### src/rtl/reg_read_arbiter.sv
// Round-robin arbiter that shares one 16:1 register read mux among NUM_REQ requesters.
// Grants are combinational; the select and the returned data are pipelined over two stages.
module reg_read_arbiter #(
    parameter int NUM_REQ    = 4,
    parameter int DATA_WIDTH = 32,
    parameter int ADDR_WIDTH = 4,
    parameter int ID_WIDTH   = 2
) (
    input  logic                           clk,
    input  logic                           reset,
    input  logic [NUM_REQ-1:0]             req,
    input  logic [NUM_REQ*ADDR_WIDTH-1:0]  addr,
    output logic [NUM_REQ-1:0]             gnt,
    output logic [ADDR_WIDTH-1:0]          mux_sel,
    input  logic [DATA_WIDTH-1:0]          mux_out,
    output logic [DATA_WIDTH-1:0]          rd_data,
    output logic                           rd_valid,
    output logic [ID_WIDTH-1:0]            rd_id
);

    logic [ID_WIDTH-1:0]   rr_ptr_q,   rr_ptr_d;
    logic                  s1_valid_q, s1_valid_d;
    logic [ID_WIDTH-1:0]   s1_id_q,    s1_id_d;
    logic [ADDR_WIDTH-1:0] mux_sel_q,  mux_sel_d;
    logic [DATA_WIDTH-1:0] rd_data_q,  rd_data_d;
    logic                  rd_valid_q, rd_valid_d;
    logic [ID_WIDTH-1:0]   rd_id_q,    rd_id_d;

    logic                  grant_s;
    logic [ID_WIDTH-1:0]   win_s;
    logic [ID_WIDTH-1:0]   cand_s;
    logic [NUM_REQ-1:0]    gnt_s;

    // Round-robin search from rr_ptr; index arithmetic wraps because NUM_REQ == 2**ID_WIDTH.
    always_comb begin
        grant_s = 1'b0;
        win_s   = rr_ptr_q;
        cand_s  = rr_ptr_q;
        for (int k = 0; k < NUM_REQ; k++) begin
            cand_s = rr_ptr_q + ID_WIDTH'(k);
            if (!grant_s && req[cand_s]) begin
                grant_s = 1'b1;
                win_s   = cand_s;
            end else begin
                grant_s = grant_s;
            end
        end
        if (reset) begin
            grant_s = 1'b0;
        end else begin
            grant_s = grant_s;
        end
        if (grant_s) begin
            gnt_s = NUM_REQ'(1) << win_s;
        end else begin
            gnt_s = {NUM_REQ{1'b0}};
        end
    end

    // Next-state for the pointer, the select stage and the data-return stage.
    always_comb begin
        rr_ptr_d   = rr_ptr_q;
        s1_valid_d = 1'b0;
        s1_id_d    = s1_id_q;
        mux_sel_d  = mux_sel_q;
        rd_data_d  = rd_data_q;
        rd_id_d    = rd_id_q;
        rd_valid_d = 1'b0;
        if (grant_s) begin
            rr_ptr_d   = win_s + ID_WIDTH'(1);
            s1_valid_d = 1'b1;
            s1_id_d    = win_s;
            mux_sel_d  = addr[win_s*ADDR_WIDTH +: ADDR_WIDTH];
        end else begin
            s1_valid_d = 1'b0;
        end
        // mux_out already reflects mux_sel_q, so stage 2 captures the granted register.
        if (s1_valid_q) begin
            rd_data_d  = mux_out;
            rd_id_d    = s1_id_q;
            rd_valid_d = 1'b1;
        end else begin
            rd_valid_d = 1'b0;
        end
    end

    // State registers with synchronous reset that also flushes in-flight reads.
    always_ff @(posedge clk) begin
        if (reset) begin
            rr_ptr_q   <= {ID_WIDTH{1'b0}};
            s1_valid_q <= 1'b0;
            s1_id_q    <= {ID_WIDTH{1'b0}};
            mux_sel_q  <= {ADDR_WIDTH{1'b0}};
            rd_data_q  <= {DATA_WIDTH{1'b0}};
            rd_valid_q <= 1'b0;
            rd_id_q    <= {ID_WIDTH{1'b0}};
        end else begin
            rr_ptr_q   <= rr_ptr_d;
            s1_valid_q <= s1_valid_d;
            s1_id_q    <= s1_id_d;
            mux_sel_q  <= mux_sel_d;
            rd_data_q  <= rd_data_d;
            rd_valid_q <= rd_valid_d;
            rd_id_q    <= rd_id_d;
        end
    end

    assign gnt      = gnt_s;
    assign mux_sel  = mux_sel_q;
    assign rd_data  = rd_data_q;
    assign rd_valid = rd_valid_q;
    assign rd_id    = rd_id_q;

endmodule

### config.mk
export PLATFORM = sky130hd
export DESIGN_NAME = reg_read_arbiter
export DESIGN_NICKNAME = d
export VERILOG_FILES = /design/src/rtl/reg_read_arbiter.sv
export SDC_FILE = /design/constraint.sdc
export NUM_CORES = 1
export LEC_CHECK = 0
export BUFFER_PORTS_ARGS = -buffer_cell sky130_fd_sc_hd__buf_2
export CORE_ASPECT_RATIO = 1.4
export CORE_MARGIN = 5
export CORE_UTILIZATION = 45
export CTS_BUF_LIST = sky130_fd_sc_hd__clkbuf_4 sky130_fd_sc_hd__clkbuf_8 sky130_fd_sc_hd__clkbuf_16
export DETAILED_ROUTE_END_ITERATION = 10
export HOLD_SLACK_MARGIN = 0.15
export PLACE_DENSITY = 0.81
export RECOVER_POWER = 100
export SLEW_MARGIN = 20
export SYNTH_ARGS = -nofsm -noshare
export SYNTH_HDL_FRONTEND = slang
export SYNTH_SLANG_ARGS = --single-unit
### constraint.sdc
create_clock -name clk -period 4 [get_ports clk]
set_input_delay 0.2 -clock clk [delete_from_list [all_inputs] [get_ports clk]]
set_output_delay 0.2 -clock clk [all_outputs]
set_load 0.05 [all_outputs]
==> impl_summary.txt, run 1 <==
----------------------------------------------------
[Outcome]
  Run status ... finished with violations
  Failing checks ... max-capacitance violations, max-slew violations

[Setup path]
  Largest fanout on the critical path ... 14
  Critical path's most frequent cell ... sky130_fd_sc_hd__inv_1
  Slowest library cell on the worst path ... sky130_fd_sc_hd__o221a_1
  Arrival time at the worst endpoint ... 2290 ps
  Worst path required time ... ~3800 ps
  Sort of element at the end of the critical path ... output pin
  Slowest stage delay, CP ... 640 ps
  Cell Chain, Critical Path ... inv_1 > a2bb2oi_1 > o221a_1 > inv_1 > nor2_1 > clkbuf_1
  Setup crit start kind ... flip-flop
  Setup Crit Path Kind ... flip-flop to output pin

[Clock network]
  Count of hold-fix buffers inserted at cts ... 23
  Number of buffers added by the clock tree synthesis step ... 5
  Maximum clock path buffer count ... 2
  CTS Root Cell ... sky130_fd_sc_hd__clkbuf_8
  # H-tree levels ... 2
  Num Clock Sinks ... 44
  TritonCTS clock tree ... yes
  Worst skew pair latency ... 280 ps
  Setup Fix Bufs, Post-CTS ... 0
  Clock-pin slew on the worst setup and hold paths ... 80 ps
  Resize count post-CTS ... 0

[Placed design]
  Half-perimeter wire length after placement ... between 3000 and 4000 um
  IO buf count ... 96
  # placed instances ... 305
  Placer congestion estimate ... about 0.81

[Final layout]
  ANT cells ... 0
  Number of nets in the final layout ... between 300 and 400
  Final cell count without fillers ... 337
  Area added between synthesis and finish ... 42.3%
  Post-layout utilization of the core ... 0.647
  Fraction of final layout cells sized beyond drive strength 1 ... 0.211

[Route]
  Total wire length ... about 4600 um
  Detail-routed via count per cell ... 4.87
  Total number of vias ... 1642
  Drt initial violations ... 64
  Detailed-router iteration count before antenna repair ... 4
  Number of nets with antenna violations after detailed routing ... 0
  DRC violations left ... 0
  Average wire per standard cell ... between 10 and 15 um

[STA]
  Final worst path period need ... 2490 ps
  Sum of negative setup slack ... 0 ps
  Max Clock Freq ... 402 MHz
  Headroom to the max-slew limit ... -0.290
  Fin Clk Skew ... 9.51 ps
  Tcrit/Tclk final ... 0.622
  Final number of max-transition violations ... 36
  Actual slew at the worst max-slew pin ... between 1500 and 2000 ps
  RSZ-0062 raised after global routing ... false
  Final hold vios ... 0
  Number of setup violations in the final report ... 0

[Synthesis]
  Top cell type's share of synthesized area ... 0.498
  Synth area leader ... sky130_fd_sc_hd__dfxtp_1
  Post-synth net total ... 232
  Most common library cells after synthesis ... sky130_fd_sc_hd__dfxtp_1 (44), sky130_fd_sc_hd__nor2_1 (44), sky130_fd_sc_hd__mux2i_1 (42), sky130_fd_sc_hd__clkbuf_1 (7), sky130_fd_sc_hd__nand2_1 (5)
  Leading register cell type out of synthesis ... sky130_fd_sc_hd__dfxtp_1
  Post-synth EDFFs ... 0
  Synthesized area per cell ... 9.93 sq um
  Number of synthesis warnings ... 0
  Cell types occupying the most area after synthesis ... sky130_fd_sc_hd__dfxtp_1 (50%), sky130_fd_sc_hd__mux2i_1 (24%), sky130_fd_sc_hd__nor2_1 (9.3%)
  Number of synthesized register bits ... 44
  Post-synthesis async set-or-reset flop share ... 0
  Mapped Cells ... approximately 180
  Cell Area, Synth ... 1770 sq um
  Count of distinct cell types in the synthesized netlist ... 25
  Proportion of synthesized chip area in sequential cells ... 0.498

[Power and ir drop]
  Leakage power figure ... 1.16 nW
  Power density relative to cell area ... 439 nW/um^2
  Maximum vdd drop ... 0.335 mV

[Die]
  X dimension of the die ... 63.0 um
  Core outline area ... 3880 sq um
  Rows ... 27
  Die Span Y ... 84.2 um
  Top-Level Pins ... 97
  Initial Utilization ... 0.455
  DIE AREA ... 5300 sq um

[Global route]
  Largest net degree at the start of global routing ... 45
  Total congestion overflow after global routing ... 0
  Met3 Track Usage GR ... 0.0428
  Most utilized layer in the global route result ... met2
  Met1 routing resource usage after global routing ... 0.178
  Overall fraction of global-route tracks in use ... 0.168
  Number of antenna violations at the first check in global routing ... 0
  Wire length of the first global-routing pass ... around 7300 um
  Met2 track utilization from global routing ... 0.314
  Number of global-route vias before repair ... 1681

[Flow run]
  Number of violations of the max-capacitance limit ... 1

[Worst hold path]
  Classification of the worst-slack hold path ... primary input to flip-flop

----------------------------------------------------
==> cell type report <==
type / instances / area, sq um
inverter: 3 / 11.3
timing repair buffer: 120 / 667
fill: 355 / 1370
multi-input combinational: 119 / 810
clock buffer: 7 / 83.8
clock inverter: 1 / 8.76
tap: 43 / 53.8
sequential: 44 / 881
==> layer usage <==
| layer | vias up | wire length (um) |
|---|---|---|
| li1 | 837 | - |
| met1 | 749 | 1710 |
| met2 | 50 | 2540 |
| met3 | 6 | 218 |
| met4 | 0 | 76 |
| met5 | - | 0 |
==> worst paths after layout <==
path          startpoint  cells past startpoint           to  slack, ps
max          rr_ptr_q[1]                      6       gnt[3]       1510
min          mux_out[23]                      3  rd_data[23]        160
max reg2reg   s1_valid_q                      2   rd_data[5]       1830
min reg2reg   s1_id_q[0]                      2   s1_id_q[0]        470
==> worst max-delay path, delay by kind of cell (launching register included) <==
| family | cells | cell delay, ps |
|---|---|---|
| AO/OA/AOI/OAI | 2 | 800 |
| AND/OR/NAND/NOR | 1 | 120 |
| buffers and inverters | 3 | 670 |
| flip-flops | 1 | 400 |
==> cell families after synthesis <==
family,Yosys count,share of synthesized area
muxes,42,0.238
buffers and inverters,15,0.0403
and+or+nand+nor,59,0.147
DFF,44,0.498
xor gates and xnor gates,1,0.00495
AOI/OAI and AO/OA,17,0.0722
==> report_power, final <==
part | switching, mW | internal, mW | total [mW]
registers | 0.0318 | 0.476 | 0.508
clock network | 0.140 | 0.138 | 0.278
logic | 0.211 | 0.108 | 0.318
total | 0.382 | 0.722 | 1.10
==> placed cells by master, fill, tap and decap left out, types with 2 or more instances in the layout <==
master | Yosys | layout
sky130_fd_sc_hd__inv_1 | 3 | 3
sky130_fd_sc_hd__nor2_1 | 44 | 44
sky130_fd_sc_hd__dlygate4sd3_1 | 0 | 24
sky130_fd_sc_hd__clkbuf_1 | 7 | 43
sky130_fd_sc_hd__nor2b_1 | 3 | 3
sky130_fd_sc_hd__clkbuf_4 | 0 | 2
sky130_fd_sc_hd__a211oi_1 | 2 | 2
sky130_fd_sc_hd__nand2_1 | 5 | 5
sky130_fd_sc_hd__o221ai_1 | 4 | 4
sky130_fd_sc_hd__mux2i_1 | 42 | 42
sky130_fd_sc_hd__o21ai_0 | 2 | 2
sky130_fd_sc_hd__clkbuf_8 | 0 | 5
sky130_fd_sc_hd__buf_2 | 3 | 53
sky130_fd_sc_hd__nand3b_1 | 4 | 4
sky130_fd_sc_hd__a21oi_1 | 3 | 3
sky130_fd_sc_hd__dfxtp_1 | 44 | 44
==> metrics by stage <==
step | hold WS (ps) | worst slack [ps] | power, mW | area [sq um]
after floorplan | 347 | 2070 | 0.751 | 1770
after global placement | 431 | 2080 | 0.820 | 2240
after detailed placement | 441 | 2020 | 0.826 | 2240
after CTS | 152 | 1700 | 1.12 | 2570
after global routing | 165 | 1300 | 1.17 | 2510
final | 162 | 1510 | 1.10 | 2510
==> sequential cells by signal, indices dropped and copies added, names as in the netlist <==
signal,flops
s1_id_q,2
s1_valid_q,1
rr_ptr_q,2
rd_id,2
rd_data,32
mux_sel,4
rd_valid,1
No activity file was read; power rests on OpenSTA's default activity.
==> run 2, diff against run 1 <==
--- a/config.mk
+++ b/config.mk
@@ -8,11 +8,11 @@
 export BUFFER_PORTS_ARGS = -buffer_cell sky130_fd_sc_hd__buf_2
 export CORE_ASPECT_RATIO = 1.4
 export CORE_MARGIN = 5
-export CORE_UTILIZATION = 45
+export CORE_UTILIZATION = 39
 export CTS_BUF_LIST = sky130_fd_sc_hd__clkbuf_4 sky130_fd_sc_hd__clkbuf_8 sky130_fd_sc_hd__clkbuf_16
 export DETAILED_ROUTE_END_ITERATION = 10
 export HOLD_SLACK_MARGIN = 0.15
-export PLACE_DENSITY = 0.81
+export PLACE_DENSITY = 0.74
 export RECOVER_POWER = 100
 export SLEW_MARGIN = 20
 export SYNTH_ARGS = -nofsm -noshare
==> constraint.sdc (replaced) <==
create_clock -name clk -period 2.1 [get_ports clk]
set_input_delay 0.105 -clock clk [delete_from_list [all_inputs] [get_ports clk]]
set_output_delay 0.105 -clock clk [all_outputs]
set_load 0.05 [all_outputs]
==> run 2 against run 1 <==
The flow now finishes without violations; non-clock buffer count grew 21; cell count grew 12%; cell area grew 9.8%.
==> impl_summary.txt, run 2 (synthesized netlist as in run 1, its figures left out) <==
----------------------------------------------------
[STA]
  Actual slew at the worst max-slew pin ... 843 ps (-1090 ps)
  Fin Clk Skew ... 3.25 ps (-6.26 ps)
  Headroom to the max-slew limit ... 0.438 (+0.727)
  Hold_ws ... 154 ps (-7.45 ps)
  Max Clock Freq ... 522 MHz
  Final number of max-transition violations ... 0 (-100%)
  Number of setup violations in the final report ... 0 (unchanged)
  Final hold vios ... 0 (unchanged)
  Tcrit/Tclk final ... 0.913
  Sum of negative setup slack ... 0 ps (unchanged)
  Final worst path period need ... around 1900 ps

[Die]
  Rows ... 29 (+7.4%)
  Initial Utilization ... 0.396 (-0.0589)
  DIE AREA ... 6000 sq um (+13%)
  Core outline area ... 4460 sq um (+15%)
  Die Span Y ... 89.7 um (+6.5%)
  Top-Level Pins ... 97 (unchanged)
  X dimension of the die ... 66.9 um (+6.2%)

[Setup path]
  Arrival time at the worst endpoint ... 2080 ps (-210 ps)
  Sort of element at the end of the critical path ... flip-flop
  Slack of the worst reg-to-reg path ... 180 ps (-1650 ps)
  Setup crit start kind ... flip-flop
  Worst reg-to-reg path cell count ... 7 (+5)
  Setup Crit Path Kind ... flip-flop to flip-flop
  Source of the worst register-to-register timing path ... rr_ptr_q[1]
  Worst path required time ... 2260 ps (-1540 ps)
  Largest fanout on the critical path ... 9 (-5)
  Endpoint of the most critical register-to-register path ... mux_sel[2]

[Final layout]
  Most used cells in the layout excluding fill and tap cells ... sky130_fd_sc_hd__buf_2 (52), sky130_fd_sc_hd__nor2_1 (44), sky130_fd_sc_hd__mux2i_1 (42), sky130_fd_sc_hd__dfxtp_1 (42), sky130_fd_sc_hd__clkbuf_1 (40)
  Sequential Area ... 883 sq um (+0.28%)
  Final Instance Area ... 2760 sq um (+9.8%)
  Area added between synthesis and finish ... 56.1%
  ANT cells ... 0 (unchanged)
  Max FFs per register ... 32 (unchanged)
  Post-layout utilization of the core ... 0.618 (-0.0289)
  Commonest non-fill, non-tap cell in the layout ... sky130_fd_sc_hd__buf_2
  Area taken by multi-input logic gates ... 816 sq um (+0.77%)
  Fill cell total of the finished layout ... 400 (+13%)
  Fraction of final layout cells sized beyond drive strength 1 ... 0.241 (+0.0304)
  Number of nets in the final layout ... 368 (+6.1%)

[Worst hold path]
  Worst Hold Path EP ... mux_sel[3]
  Classification of the worst-slack hold path ... primary input to flip-flop
  Hold Path Stages ... 3 (unchanged)
  Critical hold path startpoint ... addr[3]

[Placed design]
  Placed Instance Area ... 2310 sq um (+3.0%)
  Placer congestion estimate ... 0.800 (-1.4%)
  Half-perimeter wire length after placement ... 3240 um (+4.0%)
  IO buf count ... 96 (unchanged)

[Clock network]
  Worst skew pair latency ... 290 ps (about the same)
  Clock-pin slew on the worst setup and hold paths ... 80 ps (about the same)
  CTS Root Cell ... sky130_fd_sc_hd__clkbuf_8
  TritonCTS clock tree ... yes
  Num Clock Sinks ... 44 (unchanged)
  # H-tree levels ... 2 (unchanged)
  Number of buffers added by the clock tree synthesis step ... 5 (unchanged)
  Maximum clock path buffer count ... 2 (unchanged)

[Power and ir drop]
  Maximum vdd drop ... 0.486 mV (+45%)
  Power density relative to cell area ... 796 nW/um^2 (+81%)
  Leakage power figure ... 1.27 nW (+9.4%)
  Total power after layout ... 2.20 mW (+99%)

[Global route]
  Wire length of the first global-routing pass ... 7650 um (+4.0%)
  Largest net degree at the start of global routing ... 44 (-2.2%)
  Total congestion overflow after global routing ... 0 (unchanged)
  Number of antenna violations at the first check in global routing ... 0 (unchanged)
  Number of global-route vias before repair ... 1753 (+4.3%)
  Overall fraction of global-route tracks in use ... 0.166 (-0.00226)

[Outcome]
  Run status ... finished clean

[Route]
  Total wire length ... 4990 um (+9.6%)
  Total number of vias ... 1735 (+5.7%)
  Drt initial violations ... 55 (-14%)
  Detailed-router iteration count before antenna repair ... 4 (unchanged)
  Number of nets with antenna violations after detailed routing ... 0 (unchanged)
  DRC violations left ... 0 (unchanged)
  Average wire per standard cell ... 13.2 um (-2.1%)
  Detail-routed via count per cell ... 4.60 (-5.5%)

[Flow run]
  Number of violations of the max-capacitance limit ... 0 (-1)

----------------------------------------------------
run 2: changes by cell type in the layout (fill, tap and decap cells not counted), sizes merged:
cell / before / now
dlygate4sd3: 24 / 37
buf: 53 / 59
clkbuf: 50 / 52
clkinv: 1 / 0
clkinvlp: 0 / 1
run 2: critical path: stages (launching register included):
cell,delay (ps)
sky130_fd_sc_hd__dfxtp_2,370
sky130_fd_sc_hd__inv_1,60
sky130_fd_sc_hd__a2bb2oi_1,140
sky130_fd_sc_hd__o221a_1,210
sky130_fd_sc_hd__buf_6,140
sky130_fd_sc_hd__mux2i_1,190
sky130_fd_sc_hd__dlygate4sd3_1,570
sky130_fd_sc_hd__o221ai_1,110
run 2: worst max-delay path by stage:
stage	startpoint	to	slack [ps]	depth (start not counted)
after floorplan	rr_ptr_q[1]	gnt[1]	260	7
after global placement	rr_ptr_q[1]	gnt[0]	570	6
after detailed placement	rr_ptr_q[1]	gnt[1]	520	7
after CTS	rr_ptr_q[1]	mux_sel[2]	50	7
after global routing	rr_ptr_q[1]	mux_sel[2]	-1	7
final	rr_ptr_q[1]	mux_sel[2]	180	7
run 2: metrics by stage:
| stage | setup slack [ps] | instances |
|---|---|---|
| 2_1_floorplan | 262 | 178 |
| 3_3_place_gp | 567 | 328 |
| 3_5_place_dp | 516 | 328 |
| 4_1_cts | 47.2 | 373 |
| 5_1_grt | -1.35 | 377 |
| 6_report | 184 | 377 |
run 2: metal layers:
metal  track usage  part of all wire  vias up
li1              -                 -      875
met1         0.165              0.36      801
met2         0.323              0.57       48
met3        0.0498             0.052       11
met4        0.0554             0.019        0
met5             0                 0        -
run 2: final cells by class:
| type | count | area share |
|---|---|---|
| flip-flops and latches | 44 | 0.320 |
| repair buffers | 141 | 0.317 |
| multi-input cells | 119 | 0.296 |
| clock buffers | 7 | 0.0326 |
| well taps | 62 | 0.0281 |
| inverters | 3 | 0.00408 |
| clock inverters | 1 | 0.00272 |
run 2: what timing repair did:
item / in CTS / in global routing
hold endpoints to repair: 34 / 0
hold buffers: 37 / 0
setup endpoints to repair: 0 / 1
gates resized for setup: 0 / 2
buffers inserted: 0 / 4
run 2: where the power goes:
part / total [mW] / leakage (nW) / internal, mW / switching (mW)
Clock: 0.551 / 0.0479 / 0.280 / 0.270
Sequential: 0.960 / 0.364 / 0.908 / 0.0514
Combinational: 0.688 / 0.855 / 0.259 / 0.428
